$ cat config.mk
export PLATFORM = sky130hd
export DESIGN_NAME = cpu_ctrl_flat
export DESIGN_NICKNAME = d
export VERILOG_FILES = /design/src/rtl/cpu_pkg.sv /design/src/rtl/cpu_ctrl_if.sv /design/src/rtl/cpu_decode.sv /design/src/rtl/cpu_ctrl.sv /design/src/flat_wrapper.sv
export SDC_FILE = /design/constraint.sdc
export NUM_CORES = 1
export LEC_CHECK = 0
export CORE_UTILIZATION = 25
export CTS_CLUSTER_SIZE = 20
export DETAILED_ROUTE_END_ITERATION = 6
export SYNTH_ARGS = -nofsm -noshare
export SYNTH_HDL_FRONTEND = slang
export SYNTH_HIERARCHICAL = 1
export SYNTH_SLANG_ARGS = --single-unit
$ cat constraint.sdc
create_clock -name clk -period 2.2 [get_ports clk]
set_input_delay 0.22 -clock clk [delete_from_list [all_inputs] [get_ports clk]]
set_output_delay 0.22 -clock clk [all_outputs]
set_load 0.005 [all_outputs]
$ cat src/rtl/cpu_pkg.sv
// Shared definitions for the multi-cycle R-type controller: ALU operation
// codes, R-type funct codes, FSM state encodings and default address width.
package cpu_pkg;

  // Default register-file address width; the 5-bit instruction fields
  // zero-extend when a wider register file is attached.
  localparam int REG_ADDR_W_DEF = 5;

  // ALU operation select codes driven on ALU_OP.
  localparam logic [2:0] ALU_AND  = 3'b000;
  localparam logic [2:0] ALU_OR   = 3'b001;
  localparam logic [2:0] ALU_XOR  = 3'b010;
  localparam logic [2:0] ALU_NOR  = 3'b011;
  localparam logic [2:0] ALU_ADD  = 3'b100;
  localparam logic [2:0] ALU_SUB  = 3'b101;
  localparam logic [2:0] ALU_SLTU = 3'b110;
  localparam logic [2:0] ALU_SLLV = 3'b111;

  // Instruction encodings recognised by the decoder.
  localparam logic [5:0] OPCODE_RTYPE = 6'h00;
  localparam logic [5:0] FUNCT_AND    = 6'h24;
  localparam logic [5:0] FUNCT_OR     = 6'h25;
  localparam logic [5:0] FUNCT_XOR    = 6'h26;
  localparam logic [5:0] FUNCT_NOR    = 6'h27;
  localparam logic [5:0] FUNCT_ADD    = 6'h20;
  localparam logic [5:0] FUNCT_SUB    = 6'h22;
  localparam logic [5:0] FUNCT_SLTU   = 6'h2B;
  localparam logic [5:0] FUNCT_SLLV   = 6'h04;

  // Controller state encodings, kept as plain constants so the encoding is
  // fixed and visible in waveforms of older tools.
  typedef logic [1:0] state_t;
  localparam state_t ST_IDLE   = 2'd0;
  localparam state_t ST_DECODE = 2'd1;
  localparam state_t ST_EXEC   = 2'd2;
  localparam state_t ST_WB     = 2'd3;

  // True for the signed arithmetic operations that can raise overflow.
  function automatic logic is_addsub(input logic [2:0] op);
    return (op == ALU_ADD) || (op == ALU_SUB);
  endfunction

endpackage

$ cat src/rtl/cpu_ctrl_if.sv
// Bus between the instruction source / datapath and the R-type controller.
// The master side is the environment (instruction source plus ALU flag
// outputs); the slave side is the controller itself.
interface cpu_ctrl_if #(
  parameter int REG_ADDR_W = 5
);

  // Instruction handshake
  logic                  inst_valid;
  logic [31:0]           Inst_code;
  logic                  inst_ready;

  // Register-file and ALU control
  logic [REG_ADDR_W-1:0] R_Addr_A;
  logic [REG_ADDR_W-1:0] R_Addr_B;
  logic [REG_ADDR_W-1:0] W_Addr;
  logic                  Write_Reg;
  logic [2:0]            ALU_OP;

  // ALU flags in, latched flags out
  logic                  ALU_ZF;
  logic                  ALU_OF;
  logic                  ZF;
  logic                  OF;

  // Status pulses
  logic                  done;
  logic                  illegal;

  modport master (
    output inst_valid, Inst_code, ALU_ZF, ALU_OF,
    input  inst_ready, R_Addr_A, R_Addr_B, W_Addr, Write_Reg, ALU_OP,
    input  ZF, OF, done, illegal
  );

  modport slave (
    input  inst_valid, Inst_code, ALU_ZF, ALU_OF,
    output inst_ready, R_Addr_A, R_Addr_B, W_Addr, Write_Reg, ALU_OP,
    output ZF, OF, done, illegal
  );

endinterface

$ cat src/rtl/cpu_decode.sv
// Combinational R-type decoder: maps opcode/funct to an ALU operation and
// flags anything outside the supported set as not legal.
module cpu_decode
  import cpu_pkg::*;
(
  input  logic [5:0] opcode_i,
  input  logic [5:0] funct_i,
  output logic [2:0] alu_op_o,
  output logic       legal_o
);

  // Funct lookup; an unknown funct or a non-R-type opcode is not legal.
  always_comb begin
    alu_op_o = ALU_AND;
    legal_o  = 1'b1;
    unique case (funct_i)
      FUNCT_AND:  alu_op_o = ALU_AND;
      FUNCT_OR:   alu_op_o = ALU_OR;
      FUNCT_XOR:  alu_op_o = ALU_XOR;
      FUNCT_NOR:  alu_op_o = ALU_NOR;
      FUNCT_ADD:  alu_op_o = ALU_ADD;
      FUNCT_SUB:  alu_op_o = ALU_SUB;
      FUNCT_SLTU: alu_op_o = ALU_SLTU;
      FUNCT_SLLV: alu_op_o = ALU_SLLV;
      default:    legal_o  = 1'b0;
    endcase
    if (opcode_i != OPCODE_RTYPE) begin
      legal_o = 1'b0;
    end
  end

endmodule

$ cat src/rtl/cpu_ctrl.sv
// Multi-cycle controller for the R-type datapath. One instruction is taken
// over a valid/ready handshake and sequenced IDLE -> DECODE -> EXEC -> WB;
// illegal instructions return from DECODE straight to IDLE.
// Optional feature macro: CPU_CTRL_OF_TRAP_EN -- when defined, ADD/SUB with
// overflow suppress the write-back and raise illegal alongside done.
module cpu_ctrl
  import cpu_pkg::*;
#(
  parameter int REG_ADDR_W = REG_ADDR_W_DEF
) (
  input  logic        clk,
  input  logic        rst,
  cpu_ctrl_if.slave   bus
);

  // ---------------------------------------------------------------------
  // State
  // ---------------------------------------------------------------------
  state_t                state_q, state_d;
  logic [31:0]           ir_q, ir_d;
  logic [REG_ADDR_W-1:0] ra_q, rb_q, wa_q;
  logic [2:0]            op_q;
  logic                  zf_q, zf_d;
  logic                  of_q, of_d;

  // Current-cycle control values (driven from ir while busy, held otherwise)
  logic [REG_ADDR_W-1:0] ra_cur, rb_cur, wa_cur;
  logic [2:0]            op_cur;

  logic [2:0]            dec_op;
  logic                  dec_legal;
  logic                  busy;
  logic                  accept;
  logic                  trap;

  // Shift amount is not used by any supported operation.
  logic                  unused_shamt;
  assign unused_shamt = ^ir_q[10:6];

  // ---------------------------------------------------------------------
  // Decoder works on the latched instruction, so its result is valid from
  // DECODE onwards and stays stable through EXEC and WB.
  // ---------------------------------------------------------------------
  cpu_decode u_decode (
    .opcode_i (ir_q[31:26]),
    .funct_i  (ir_q[5:0]),
    .alu_op_o (dec_op),
    .legal_o  (dec_legal)
  );

  assign busy   = (state_q != ST_IDLE);
  assign accept = bus.inst_valid && (state_q == ST_IDLE);

`ifdef CPU_CTRL_OF_TRAP_EN
  // Overflow on signed add/sub aborts the write-back.
  assign trap = is_addsub(op_cur) && of_q;
`else
  // Overflow is only reported through OF.
  assign trap = 1'b0;
`endif

  // Address and ALU_OP selection: follow ir while busy, otherwise hold
  always_comb begin
    ra_cur = ra_q;
    rb_cur = rb_q;
    wa_cur = wa_q;
    op_cur = op_q;
    if (busy) begin
      ra_cur = REG_ADDR_W'(ir_q[25:21]);
      rb_cur = REG_ADDR_W'(ir_q[20:16]);
      wa_cur = REG_ADDR_W'(ir_q[15:11]);
      if (dec_legal) begin
        op_cur = dec_op;
      end
    end
  end

  // Next-state sequencing and instruction/flag capture
  always_comb begin
    state_d = state_q;
    ir_d    = ir_q;
    zf_d    = zf_q;
    of_d    = of_q;
    case (state_q)
      ST_IDLE: begin
        if (accept) begin
          ir_d    = bus.Inst_code;
          state_d = ST_DECODE;
        end
      end
      ST_DECODE: begin
        state_d = dec_legal ? ST_EXEC : ST_IDLE;
      end
      ST_EXEC: begin
        zf_d    = bus.ALU_ZF;
        of_d    = bus.ALU_OF;
        state_d = ST_WB;
      end
      ST_WB: begin
        state_d = ST_IDLE;
      end
      default: begin
        state_d = ST_IDLE;
      end
    endcase
  end

  // Register update; reset aborts any in-flight instruction immediately
  always_ff @(posedge clk or negedge rst) begin
    if (!rst) begin
      state_q <= ST_IDLE;
      ir_q    <= '0;
      ra_q    <= '0;
      rb_q    <= '0;
      wa_q    <= '0;
      op_q    <= ALU_AND;
      zf_q    <= 1'b0;
      of_q    <= 1'b0;
    end else begin
      state_q <= state_d;
      ir_q    <= ir_d;
      ra_q    <= ra_cur;
      rb_q    <= rb_cur;
      wa_q    <= wa_cur;
      op_q    <= op_cur;
      zf_q    <= zf_d;
      of_q    <= of_d;
    end
  end

  // ---------------------------------------------------------------------
  // Outputs: pulses decode directly from state so reset clears them at once
  // ---------------------------------------------------------------------
  assign bus.inst_ready = (state_q == ST_IDLE);
  assign bus.R_Addr_A   = ra_cur;
  assign bus.R_Addr_B   = rb_cur;
  assign bus.W_Addr     = wa_cur;
  assign bus.ALU_OP     = op_cur;
  assign bus.ZF         = zf_q;
  assign bus.OF         = of_q;
  assign bus.done       = (state_q == ST_WB);
  // r0 is hard-wired zero, so a write to it is dropped.
  assign bus.Write_Reg  = (state_q == ST_WB) && (wa_cur != '0) && !trap;
  assign bus.illegal    = ((state_q == ST_DECODE) && !dec_legal) ||
                          ((state_q == ST_WB) && trap);

endmodule

$ cat src/flat_wrapper.sv
// flat-port wrapper written by rule: the top's interface ports become plain ports
module cpu_ctrl_flat import cpu_pkg::*;
#(
  parameter int REG_ADDR_W = REG_ADDR_W_DEF
)
  (clk, rst, bus_inst_valid, bus_Inst_code, bus_ALU_ZF, bus_ALU_OF, bus_inst_ready, bus_R_Addr_A, bus_R_Addr_B, bus_W_Addr, bus_Write_Reg, bus_ALU_OP, bus_ZF, bus_OF, bus_done, bus_illegal);
  cpu_ctrl_if #(.REG_ADDR_W(REG_ADDR_W)) bus_i ();
  input  logic clk;
  input  logic rst;
  input wire logic [$bits(bus_i.inst_valid)-1:0] bus_inst_valid;
  input wire logic [$bits(bus_i.Inst_code)-1:0] bus_Inst_code;
  input wire logic [$bits(bus_i.ALU_ZF)-1:0] bus_ALU_ZF;
  input wire logic [$bits(bus_i.ALU_OF)-1:0] bus_ALU_OF;
  output wire logic [$bits(bus_i.inst_ready)-1:0] bus_inst_ready;
  output wire logic [$bits(bus_i.R_Addr_A)-1:0] bus_R_Addr_A;
  output wire logic [$bits(bus_i.R_Addr_B)-1:0] bus_R_Addr_B;
  output wire logic [$bits(bus_i.W_Addr)-1:0] bus_W_Addr;
  output wire logic [$bits(bus_i.Write_Reg)-1:0] bus_Write_Reg;
  output wire logic [$bits(bus_i.ALU_OP)-1:0] bus_ALU_OP;
  output wire logic [$bits(bus_i.ZF)-1:0] bus_ZF;
  output wire logic [$bits(bus_i.OF)-1:0] bus_OF;
  output wire logic [$bits(bus_i.done)-1:0] bus_done;
  output wire logic [$bits(bus_i.illegal)-1:0] bus_illegal;
  assign bus_i.inst_valid = bus_inst_valid;
  assign bus_i.Inst_code = bus_Inst_code;
  assign bus_i.ALU_ZF = bus_ALU_ZF;
  assign bus_i.ALU_OF = bus_ALU_OF;
  assign bus_inst_ready = bus_i.inst_ready;
  assign bus_R_Addr_A = bus_i.R_Addr_A;
  assign bus_R_Addr_B = bus_i.R_Addr_B;
  assign bus_W_Addr = bus_i.W_Addr;
  assign bus_Write_Reg = bus_i.Write_Reg;
  assign bus_ALU_OP = bus_i.ALU_OP;
  assign bus_ZF = bus_i.ZF;
  assign bus_OF = bus_i.OF;
  assign bus_done = bus_i.done;
  assign bus_illegal = bus_i.illegal;
  cpu_ctrl #(.REG_ADDR_W(REG_ADDR_W)) u_core (.clk(clk), .rst(rst), .bus(bus_i));
endmodule
==> summary.md <==
| Metric | Value |
|---|---|
| Outcome | finished, violations left |
| Violations in the final reports | negative setup slack |
| Layout Nets | 252 |
| Post-Syn Instances | 136 |
| Dpl cell area | 2776 um2 |
| Antenna Nets Post-Route | 0 |
| Drt pass-1 iters | 4 |
| Fin Setup TNS | -111.9 ps |
| Wire per inst | 12.77 um |
| Initial core utilization | 26.22% |
| EDFF count, synth | 0 |
| Root Buffer | clkbuf_8 |
| Clock Skew | 9.680 ps |
| Post-synth top area share | 59.90% |
| Total CTS buffers | 5 |
| Max cap viols | 0 |
| Post-synthesis sequential area ratio | 59.90% |
| Number of global-route vias before repair | 1361 |
| Top-count cell post-synth | dfrtp_1 |
| Avg Inst Size Synth | 15.05 um2 |
| Max-slew headroom | 74.95% |
| Async SR Flop Fraction | 100.0% |
| Setup-failing EPs final | 3 |
| Hpwl dp | 2.914 mm |
| Post-route cell area | 3035 um2 |
| Synth warn | 6 |
| Top cells by area, synth | dfrtp_1 60%, mux2_1 15%, mux2_2 11%, buf_4 1.5%, buf_8 1.5% |
| Final WL | 4.061 mm |
| Initial antenna violation count | 0 |
| Largest net degree at the start of global routing | 19 |
| Antenna Cells | 0 |
| Measured slew at the worst slew-check pin | 375.7 ps |
| Routability congestion estimate | 0.6754 |
| Height of the die | 92.49 um |
| Final Cycle Share | 102.0% |
| Net Count, Synth | 173 |
| Pwr Density | 842.2 nW/um2 |
| Core Footprint | 7807 um2 |
| Top Ports | 61 |
| WS Path Type | reg2out |
| Max FO, Critical Path | 3 |
| CTS Sinks | 49 |
| Clock transition at path regs | 90 ps |
| Clock Path Buffers | 2 |
| Cell taking the most area after synthesis | dfrtp_1 |
| Via count | 1363 |
| TritonCTS clock tree | built |
| First-pass GRT wire length | 6.768 mm |
| Mapped Area | 2047 um2 |
| Worst endpoint data arrival time | 2020 ps |
| RSZ-0062 raised after global routing | yes |
| Synthesized flop and latch total | 49 |
| Count of cell types in the netlist | 31 |
| R2R Setup Slk | 490 ps |
| Port bufs | 55 |
| Skew-Pair Late Insertion Delay | 300 ps |
| Max VDD drop | 326.7 uV |
| Commonest cells post-synth | 49 x dfrtp_1, 27 x mux2_1, 20 x mux2_2 |
| Fin crit period | 2243 ps |
| Drt drc | 0 |
| Fmax | 0.4458 GHz |
| Grt ovf | 0 |
| Area overhead of the layout relative to synthesis | 48.29% |
| DIE AREA | 8553 um2 |
| Site Rows | 32 |
| Worst setup slack after layout | -43.21 ps |
| Most common flop cell mapped by yosys | dfrtp_1 |
| Static Leak | 0.001278 uW |
| Min-Delay Path Class | in2async |
| Layout cells sized above 1 | 30.09% |
| H-tree depth | 2 |
| Iter 0 DRT Violations | 54 |
| Startpoint types | flip-flop |
| Final Hold Viols | 0 |
| Max-slew violations | 0 |
| Die W | 92.49 um |
| Setup crit end kind | output port |
| GRT Overall Usage | 10.24% |
| WP data required | 1980 ps |
| Vias/cell | 4.286 |
what timing repair did:
item,in CTS,in global routing
pin swaps,1,3
hold endpoints to repair,15,0
setup endpoints to repair,9,18
hold buffers,1,0
buffers inserted,3,6
gates resized for setup,23,4
cell type report:
type                       instances  area [um2]
sequential                        49        1229
multi-input combinational         80       805.8
fill                             771        4772
clock inverter                     3       65.06
tap                              102       127.6
clock buffer                       5       68.82
timing repair buffer              78       735.7
inverter                           1       3.754
critical path, stage by stage (launching register included):
cell      delay [ps]
dfrtp_1          380
nor4_1           270
nand2_1          130
a221oi_4         250
o21ai_2          120
buf_4            150
mux2_4           300
buf_6            120
sequential cells by signal, summed over array words and instances (netlist names), named ones only:
name,cells
u_core/ir_q,27
u_core/rb_q,5
u_core/op_q,3
u_core/bus.OF,1
u_core/bus.ZF,1
u_core/state_q,1
u_core/ra_q,5
u_core/wa_q,5
logic make-up after synthesis:
logic type | after synthesis | synth area share, %
AO/OA/AOI/OAI | 11 | 4.094
buffers and inverters | 7 | 3.117
flip-flops | 49 | 59.90
multiplexers | 47 | 25.86
AND/OR/NAND/NOR | 22 | 7.030
where the power goes:
| group | switching (uW) | total, uW | internal (uW) |
|---|---|---|---|
| combinational | 228 | 644 | 416 |
| sequential | 79.6 | 1160 | 1080 |
| clock | 304 | 755 | 452 |
| total | 611 | 2560 | 1950 |
worst paths after layout:
| kind | cells past startpoint | to | start |
|---|---|---|---|
| worst max-delay path | 7 | bus_ALU_OP[0] | u_core/ir_q[4] |
| worst min-delay path | 2 | u_core/ir_q[30] | rst |
| worst max register to register | 6 | u_core/op_q[0] | u_core/ir_q[4] |
| worst min register to register | 1 | u_core/ir_q[19] | u_core/ir_q[19] |
| max in group asynchronous | 3 | async pin | rst |
| min in group clk | 1 | u_core/ir_q[19] | u_core/ir_q[19] |
metal layers:
metal	vias to the layer above	track usage [%]	part of all wire (%)
met5	-	0	0
met1	679	13.75	47
met2	32	15.43	47
met4	0	3.906	0.57
li1	649	-	-
met3	3	3.038	5.4
per-stage QoR:
step	instances	hold slack, ps	total power [uW]	utilization, %	setup WS, ps
2_1_floorplan	136	-75.59	1443	-	428.5
3_5_place_dp	300	167.9	1812	35.56	-103.4
3_3_place_gp	300	157.7	1796	35.56	-64.15
4_1_cts	312	368.1	2586	38.03	-85.88
6_report	318	362.9	2556	38.88	-43.21
5_1_grt	318	406.1	2709	38.88	-147.6
cell usage in the layout, fill, tap and decap left out, drive strengths merged:
master and instances:
mux2 47, nor4 1, nor2b 2, nand3b 1
dlygate4sd2 1, nand3 1, inv 1, bufinv 2
or3b 1, a2111oi 1, nor2 5, a21oi 3
dlygate4sd3 1, o21a 1, or3 1, o21ai 2
nor3 2, nand2 2, nand4 1, dfrtp 49
nor3b 2, a221oi 2, clkdlybuf4s50 50, clkbuf 5
buf 26, o22ai 2, or4 1, nand2b 1
clkinv 1, and2 1
No activity file was read; power rests on OpenSTA's default activity.
